### src/rtl/debug_pkg.sv
// Shared types for the debug trace capture block.
// Capture FSM encoding is visible on the cap_state port.
package debug_pkg;

   typedef enum logic [2:0] {
      IDLE  = 3'd0,
      PRE   = 3'd1,
      ARMED = 3'd2,
      POST  = 3'd3,
      DONE  = 3'd4
   } cap_state_t;

   localparam int DBG_PROBE_W = 8;

endpackage

### src/rtl/debug_trace_capture_if.sv
// Host read-back handshake for the trace buffer.
// master = host side, slave = capture block.
interface debug_trace_capture_if #(
   parameter int PROBE_W = 8
);

   logic               rd_req;
   logic               rd_ack;
   logic [PROBE_W-1:0] rd_data;
   logic               rd_last;

   modport master (
      output rd_req,
      input  rd_ack,
      input  rd_data,
      input  rd_last
   );

   modport slave (
      input  rd_req,
      output rd_ack,
      output rd_data,
      output rd_last
   );

endinterface

### src/rtl/debug_trace_ram.sv
// Trace sample store: one write port, one registered read port.
// Reads and writes never overlap (buffer is frozen while read).
module debug_trace_ram #(
   parameter  int PROBE_W = 8,
   parameter  int DEPTH   = 256,
   localparam int ADDR_W  = $clog2(DEPTH)
) (
   input  logic               clk,
   input  logic               we,
   input  logic [ADDR_W-1:0]  waddr,
   input  logic [PROBE_W-1:0] wdata,
   input  logic               re,
   input  logic [ADDR_W-1:0]  raddr,
   output logic [PROBE_W-1:0] rdata
);

   logic [PROBE_W-1:0] mem [DEPTH];

   always_ff @(posedge clk) begin
      if (we) mem[waddr] <= wdata;
      if (re) rdata <= mem[raddr];
   end

endmodule

### src/rtl/debug_trace_capture.sv
// Debug probe trace capture: registered probe, mask/value trigger,
// circular pre/post-trigger buffer, one-word-per-request read-back.
module debug_trace_capture
   import debug_pkg::*;
#(
   parameter  int PROBE_W = DBG_PROBE_W,
   parameter  int DEPTH   = 256,
   localparam int ADDR_W  = $clog2(DEPTH)
) (
   input  logic                clk_20mhz,
   input  logic                rst_20mhz,
   input  logic [PROBE_W-1:0]  probe,
   input  logic                arm,
   input  logic                abort,
   input  logic [PROBE_W-1:0]  trig_mask,
   input  logic [PROBE_W-1:0]  trig_value,
   input  logic                trig_edge,
   input  logic [ADDR_W-1:0]   pre_count,
   debug_trace_capture_if.slave rd,
   output logic [2:0]          cap_state,
   output logic                triggered
);

   localparam logic [ADDR_W-1:0] ONE     = ADDR_W'(1);
   localparam logic [ADDR_W-1:0] MAX_IDX = ADDR_W'(DEPTH - 1);

   cap_state_t state, state_n;

   logic [PROBE_W-1:0] probe_q, mask_l, value_l, ram_q;
   logic               edge_l, match, match_d, hit;
   logic [ADDR_W-1:0]  pre_l, pre_clamp, fill, post, post_init;
   logic [ADDR_W-1:0]  wr_ptr, trig_ptr, rd_ptr, rd_cnt;
   logic               arm_go, wr_en, hit_go, done_go, rd_go, drop;
   logic               pend, last1;

   assign pre_clamp = (pre_count > MAX_IDX) ? MAX_IDX : pre_count;
   assign post_init = MAX_IDX - pre_l;
   assign match     = ((probe_q ^ value_l) & mask_l) == '0;
   assign hit       = edge_l ? (match & ~match_d) : match;
   assign drop      = abort | arm_go;
   assign cap_state = state;

   always_ff @(posedge clk_20mhz) begin
      if (rst_20mhz) state <= IDLE;
      else           state <= state_n;
   end

   always_comb begin
      state_n = state;
      arm_go  = 1'b0;
      wr_en   = 1'b0;
      hit_go  = 1'b0;
      done_go = 1'b0;
      rd_go   = 1'b0;
      unique case (state)
         IDLE: begin
            if (arm) begin
               arm_go  = 1'b1;
               state_n = (pre_clamp == '0) ? ARMED : PRE;
            end
         end
         PRE: begin
            wr_en = 1'b1;
            if (fill + ONE == pre_l) state_n = ARMED;
         end
         ARMED: begin
            wr_en = 1'b1;
            if (hit) begin
               hit_go = 1'b1;
               if (post_init == '0) begin
                  state_n = DONE;
                  done_go = 1'b1;
               end else begin
                  state_n = POST;
               end
            end
         end
         POST: begin
            wr_en = 1'b1;
            if (post == ONE) begin
               state_n = DONE;
               done_go = 1'b1;
            end
         end
         DONE: begin
            if (arm) begin
               arm_go  = 1'b1;
               state_n = (pre_clamp == '0) ? ARMED : PRE;
            end else if (rd.rd_req && !pend) begin
               rd_go = 1'b1;
            end
         end
         default: state_n = IDLE;
      endcase
      if (abort) begin
         state_n = IDLE;
         arm_go  = 1'b0;
         wr_en   = 1'b0;
         hit_go  = 1'b0;
         done_go = 1'b0;
         rd_go   = 1'b0;
      end
   end

   always_ff @(posedge clk_20mhz) begin
      if (rst_20mhz) begin
         probe_q    <= '0;
         mask_l     <= '0;
         value_l    <= '0;
         edge_l     <= 1'b0;
         match_d    <= 1'b0;
         pre_l      <= '0;
         fill       <= '0;
         post       <= '0;
         wr_ptr     <= '0;
         trig_ptr   <= '0;
         rd_ptr     <= '0;
         rd_cnt     <= '0;
         triggered  <= 1'b0;
         pend       <= 1'b0;
         last1      <= 1'b0;
         rd.rd_ack  <= 1'b0;
         rd.rd_data <= '0;
         rd.rd_last <= 1'b0;
      end else begin
         probe_q <= probe;
         match_d <= arm_go ? 1'b0 : match;
         if (arm_go) begin
            mask_l  <= trig_mask;
            value_l <= trig_value;
            edge_l  <= trig_edge;
            pre_l   <= pre_clamp;
            wr_ptr  <= '0;
            fill    <= '0;
         end
         if (wr_en) begin
            wr_ptr <= wr_ptr + ONE;
            fill   <= fill + ONE;
         end
         if (hit_go) begin
            trig_ptr <= wr_ptr;
            post     <= post_init;
         end else if (wr_en && state == POST) begin
            post <= post - ONE;
         end
         // Oldest kept sample sits pre slots behind the trigger sample.
         if (done_go) begin
            rd_ptr <= (hit_go ? wr_ptr : trig_ptr) - pre_l;
            rd_cnt <= '0;
         end
         if (drop)        triggered <= 1'b0;
         else if (hit_go) triggered <= 1'b1;
         if (rd_go) begin
            rd_ptr <= rd_ptr + ONE;
            rd_cnt <= rd_cnt + ONE;
            last1  <= (rd_cnt == MAX_IDX);
         end
         pend       <= rd_go;
         rd.rd_ack  <= pend & ~drop;
         rd.rd_last <= pend & ~drop & last1;
         if (pend && !drop) rd.rd_data <= ram_q;
      end
   end

   debug_trace_ram #(
      .PROBE_W (PROBE_W),
      .DEPTH   (DEPTH)
   ) u_ram (
      .clk   (clk_20mhz),
      .we    (wr_en),
      .waddr (wr_ptr),
      .wdata (probe_q),
      .re    (rd_go),
      .raddr (rd_ptr),
      .rdata (ram_q)
   );

endmodule

### src/flat_wrapper.sv
// flat-port wrapper written by rule: the top's interface ports become plain ports
module debug_trace_capture_flat import debug_pkg::*;
#(
   parameter  int PROBE_W = DBG_PROBE_W,
   parameter  int DEPTH   = 256,
   localparam int ADDR_W  = $clog2(DEPTH)
)
  (clk_20mhz, rst_20mhz, probe, arm, abort, trig_mask, trig_value, trig_edge, pre_count, cap_state, triggered, rd_rd_req, rd_rd_ack, rd_rd_data, rd_rd_last);
  debug_trace_capture_if #(.PROBE_W(PROBE_W)) rd_i ();
  input  logic clk_20mhz;
  input  logic rst_20mhz;
  input  logic [PROBE_W-1:0] probe;
  input  logic arm;
  input  logic abort;
  input  logic [PROBE_W-1:0] trig_mask;
  input  logic [PROBE_W-1:0] trig_value;
  input  logic trig_edge;
  input  logic [ADDR_W-1:0] pre_count;
  output logic [2:0] cap_state;
  output logic triggered;
  input wire logic [$bits(rd_i.rd_req)-1:0] rd_rd_req;
  output wire logic [$bits(rd_i.rd_ack)-1:0] rd_rd_ack;
  output wire logic [$bits(rd_i.rd_data)-1:0] rd_rd_data;
  output wire logic [$bits(rd_i.rd_last)-1:0] rd_rd_last;
  assign rd_i.rd_req = rd_rd_req;
  assign rd_rd_ack = rd_i.rd_ack;
  assign rd_rd_data = rd_i.rd_data;
  assign rd_rd_last = rd_i.rd_last;
  debug_trace_capture #(.PROBE_W(PROBE_W), .DEPTH(DEPTH)) u_core (.clk_20mhz(clk_20mhz), .rst_20mhz(rst_20mhz), .probe(probe), .arm(arm), .abort(abort), .trig_mask(trig_mask), .trig_value(trig_value), .trig_edge(trig_edge), .pre_count(pre_count), .rd(rd_i), .cap_state(cap_state), .triggered(triggered));
endmodule
### config.mk
export PLATFORM = sky130hd
export DESIGN_NAME = debug_trace_capture_flat
export DESIGN_NICKNAME = d
export VERILOG_FILES = /design/src/rtl/debug_pkg.sv /design/src/rtl/debug_trace_capture_if.sv /design/src/rtl/debug_trace_ram.sv /design/src/rtl/debug_trace_capture.sv /design/src/flat_wrapper.sv
export SDC_FILE = /design/constraint.sdc
export NUM_CORES = 2
export LEC_CHECK = 0
export CAP_MARGIN = 20
export CORE_MARGIN = 3
export CORE_UTILIZATION = 57
export DETAILED_ROUTE_END_ITERATION = 16
export PLACE_DENSITY = 0.84
export SYNTH_ARGS = -nofsm -noshare
export SYNTH_HDL_FRONTEND = slang
export SYNTH_SLANG_ARGS = --single-unit
### constraint.sdc
create_clock -name clk_20mhz -period 6.8 [get_ports clk_20mhz]
set_clock_uncertainty 0.2 [all_clocks]
set_input_delay 1.02 -clock clk_20mhz [delete_from_list [all_inputs] [get_ports clk_20mhz]]
set_output_delay 1.02 -clock clk_20mhz [all_outputs]
set_load 0.02 [all_outputs]
==> results.cfg <==
[sta]
slew_headroom_pct = 12.0
grt_setup_unrepaired = false
maxClockFrequency_mhz = 203
worst_slew_pin_slew_ns = 1.29
finalSetupTns_ns = 0
period_minus_slack_ns = 4.93
report.final.setup_viol = 0
post-route-period-util_pct = 72.5
report.final.slew_viol_count = 0
hold_viol_final = 0

[cts]
htree_num_levels = 4
post_cts.resized_instances = 0
hold_buffers = 0
cts.reportedPaths.clkPinSlew_ns = 0.07
root_buffer = sky130_fd_sc_hd__clkbuf_16
max-clock-path-buffers = 3
cts_num_sinks = 2154
cts_tree = built
cts-buffers-inserted = 195
post_cts.repair.setup_buffers = 0
clk-insertion-delay-late_ns = 0.85

[cells_and_area]
post-route-cell-area_um2 = 93300
drive_gt1_share_pct = 19.4
final-instance-count-excl-fill = 6541
register_area_um2 = 63700
final.fill_count = 8926
area_growth_pct = 10.8
final_net_count = 4504
multi_input_gate_area_um2 = 19100

[drt]
number_of_iterations_in_the_first_detailed_routing_pass = 8
ant_nets = 0
avgViaCountPerCell = 7.36
totalWireLength_um = 240000
vias = 48111
drc_errors = 0
routedWlPerCell_um = 36.7
first_drt_iteration_drcs = 8528

[power]
worst_ir_drop_vdd_mv = 0.223
static-leakage-power_nw = 30.8
ratio_of_total_power_to_cell_area_nw_per_um2 = 278

[yosys]
synth.yosys.warnings = 0
syn-cell-area_um2 = 84300
post_synth_main_area_contributors = sky130_fd_sc_hd__edfxtp_1 73%, sky130_fd_sc_hd__mux4_2 12%, sky130_fd_sc_hd__dfxtp_1 2.3%, sky130_fd_sc_hd__mux2i_1 2.1%, sky130_fd_sc_hd__nor2_1 1.5%
synthMostInstantiatedCell = sky130_fd_sc_hd__edfxtp_1
postSynthCellCount = 4351
synth_commonest_cells = 2056 x sky130_fd_sc_hd__edfxtp_1, 452 x sky130_fd_sc_hd__mux4_2, 339 x sky130_fd_sc_hd__nor2_1, 182 x sky130_fd_sc_hd__nand2_1, 177 x sky130_fd_sc_hd__mux2i_1
synth-compound-area-share_pct = 4.06
synth_fp_nets = 4406
synth_xor_xnor_area_share_pct = 0.239
yosysSeqAreaShare_pct = 75.6
synth_edf_count = 2056
synth_adder_area_share_pct = 0.261
synth_top_cell_area_share_pct = 73.3
synth_ff_type = sky130_fd_sc_hd__edfxtp_1
synth.avg_cell_area_um2 = 19.4
synth.lib_cells_used.distinct = 70
library_cell_with_the_largest_summed_area_after_synthesis = sky130_fd_sc_hd__edfxtp_1
synth-seq-cells = 2154
synth_top_family_by_area = multiplexers
yosys-mux-area-fraction_pct = 14.3
async_flop_share_pct = 0
simple_gate_share_of_the_synthesized_area_pct = 3.75

[critical_path]
critical_path.startpoint_type = register
crit_fanout = 43
timing.rr.start = u_core.rd_ptr[0]$_SDFFE_PP0P_
regToRegSetupSlack_ns = 1.87
crit_path_cell_trace = buf_12 -> buf_4 -> mux4_2 -> and3_1 -> a311oi_1 -> o21ai_0 -> a311oi_1 -> o32ai_1
crit_top_cell = sky130_fd_sc_hd__a311oi_1
cp_depth = 8
setup.worst_path.end_class = register
critPathRequiredTime_ns = 7.10
number_of_cell_instances_on_the_worst_register_to_register_path = 8
critical-path-top-delay-family = compound AO/OA/AOI/OAI gates
critPathLaunch = u_core.rd_ptr[0]$_SDFFE_PP0P_
setup.worst_path.class = register to register
cp_num_buf_inv = 2
critPathSlowestCell = sky130_fd_sc_hd__dfxtp_4
crit_path_max_incr_delay_ns = 0.93
timing.critical_path.arrival_ns = 5.23

[grt]
grt_pass1_vias = 46621
global_route_wire_length_before_repair_um = 342000
grt_overflow = 0
pin_count_of_the_biggest_net_entering_global_routing = 203
global_route.usage.total_pct = 31.6
antenna_found_initial = 19

[die]
row_count = 140
floorplan.initialDensity_pct = 57.6
core_area_um2 = 146000
design.die.area_um2 = 152000
pin_count = 52
die_w_um = 391
die_h_um = 391

[placed_design]
place_congestion = 0.936
place.port_buffers = 51
placed_cells_incl_taps = 6166
postPlaceCellArea_um2 = 87000
post-dp-hpwl_um = 132000

[status]
outcome = completed

[hold_path]
min_path_cells = 2
worst_hold_startpoint = u_core.mask_l[5]$_SDFFE_PP0P_
min-delay-path-class = register to register

[flow_run]
max_cap_viol_count = 0
[metrics by stage]
stage,total power [mW],hold WS (ns),util (%),worst slack (ns)
global placement,15.2,0.236,59.4,1.80
detailed placement,15.2,0.250,59.4,1.88
floorplan,15.1,0.227,-,0.173
global route,26.5,0.286,63.8,1.84
CTS,26.0,0.263,63.8,2.13
finish,26.0,0.262,63.8,1.87
[kinds of logic after synthesis]
group	Yosys count
fa+ha+maj	17
xor+xnor	23
buf+inv	292
simple gates	722
mux	638
compound gates	505
flops	2154
[tightest hold or removal path, stage by stage (launching register included)]
cell and delay, ns:
sky130_fd_sc_hd__dfxtp_1 0.31, sky130_fd_sc_hd__nand2_1 0.05, sky130_fd_sc_hd__a21oi_1 0.05
[power by group]
part,leakage (nW),switching (mW),total [mW],internal (mW)
combinational,5.74,0.286,0.362,0.0751
clock,3.09,4.89,11.0,6.14
sequential,22.0,0.0633,14.6,14.5
[metal layers]
layer / part of all wire (%) / vias to the layer above / global-route usage, % / wire (µm)
li1: - / 18009 / - / -
met1: 32 / 23897 / 40.4 / 77000
met2: 45 / 5062 / 46.8 / 108000
met3: 15 / 1129 / 11.1 / 36400
met4: 7.5 / 14 / 19.3 / 18000
met5: 0.070 / - / 0 / 167
[state kept, by name (all words and copies together), names as in the netlist]
name and count:
u_core.rd_ptr 8, u_core.triggered 1, u_core.pend 1, u_core.mask_l 8, u_core.last1 1, u_core.rd.rd_last 1
u_core.wr_ptr 8, u_core.cap_state 3, u_core.rd_cnt 8, u_core.match_d 1, u_core.rd.rd_data 8, u_core.value_l 8
u_core.trig_ptr 8, u_core.fill 8, u_core.rd.rd_ack 1, u_core.pre_l 8, u_core.u_ram.rdata 8, u_core.edge_l 1
u_core.probe_q 8, u_core.u_ram.mem 2048, u_core.post 8
[final cells by class]
type                       instances  area share, %
inverter                          22         0.0885
tap                             1917           2.57
sequential                      2154           68.3
multi-input combinational       1905           20.5
clock inverter                   115           1.16
clock buffer                     243           5.60
timing repair buffer             171           1.78
antenna                           14         0.0375
[path summary, 6_finish.rpt]
| check | end |
|---|---|
| setup reg to reg | u_core.u_ram.rdata[2]$_DFFE_PP_ |
| setup / recovery | u_core.u_ram.rdata[2]$_DFFE_PP_ |
| hold / removal | u_core.mask_l[5]$_SDFFE_PP0P_ |
| hold reg to reg | u_core.mask_l[5]$_SDFFE_PP0P_ |
[cells in the final DEF, fill, tap and decap left out, types with 62 or more instances in the layout]
cell                        count
sky130_fd_sc_hd__a21oi_1      145
sky130_fd_sc_hd__a22oi_1       71
sky130_fd_sc_hd__buf_4         99
sky130_fd_sc_hd__clkbuf_16    202
sky130_fd_sc_hd__dfxtp_1       85
sky130_fd_sc_hd__edfxtp_1    2056
sky130_fd_sc_hd__mux2i_1      177
sky130_fd_sc_hd__mux4_2       452
sky130_fd_sc_hd__nand2_1      182
sky130_fd_sc_hd__nor2_1       338
sky130_fd_sc_hd__o21ai_0       62
Power figures use the tool's default switching activity.
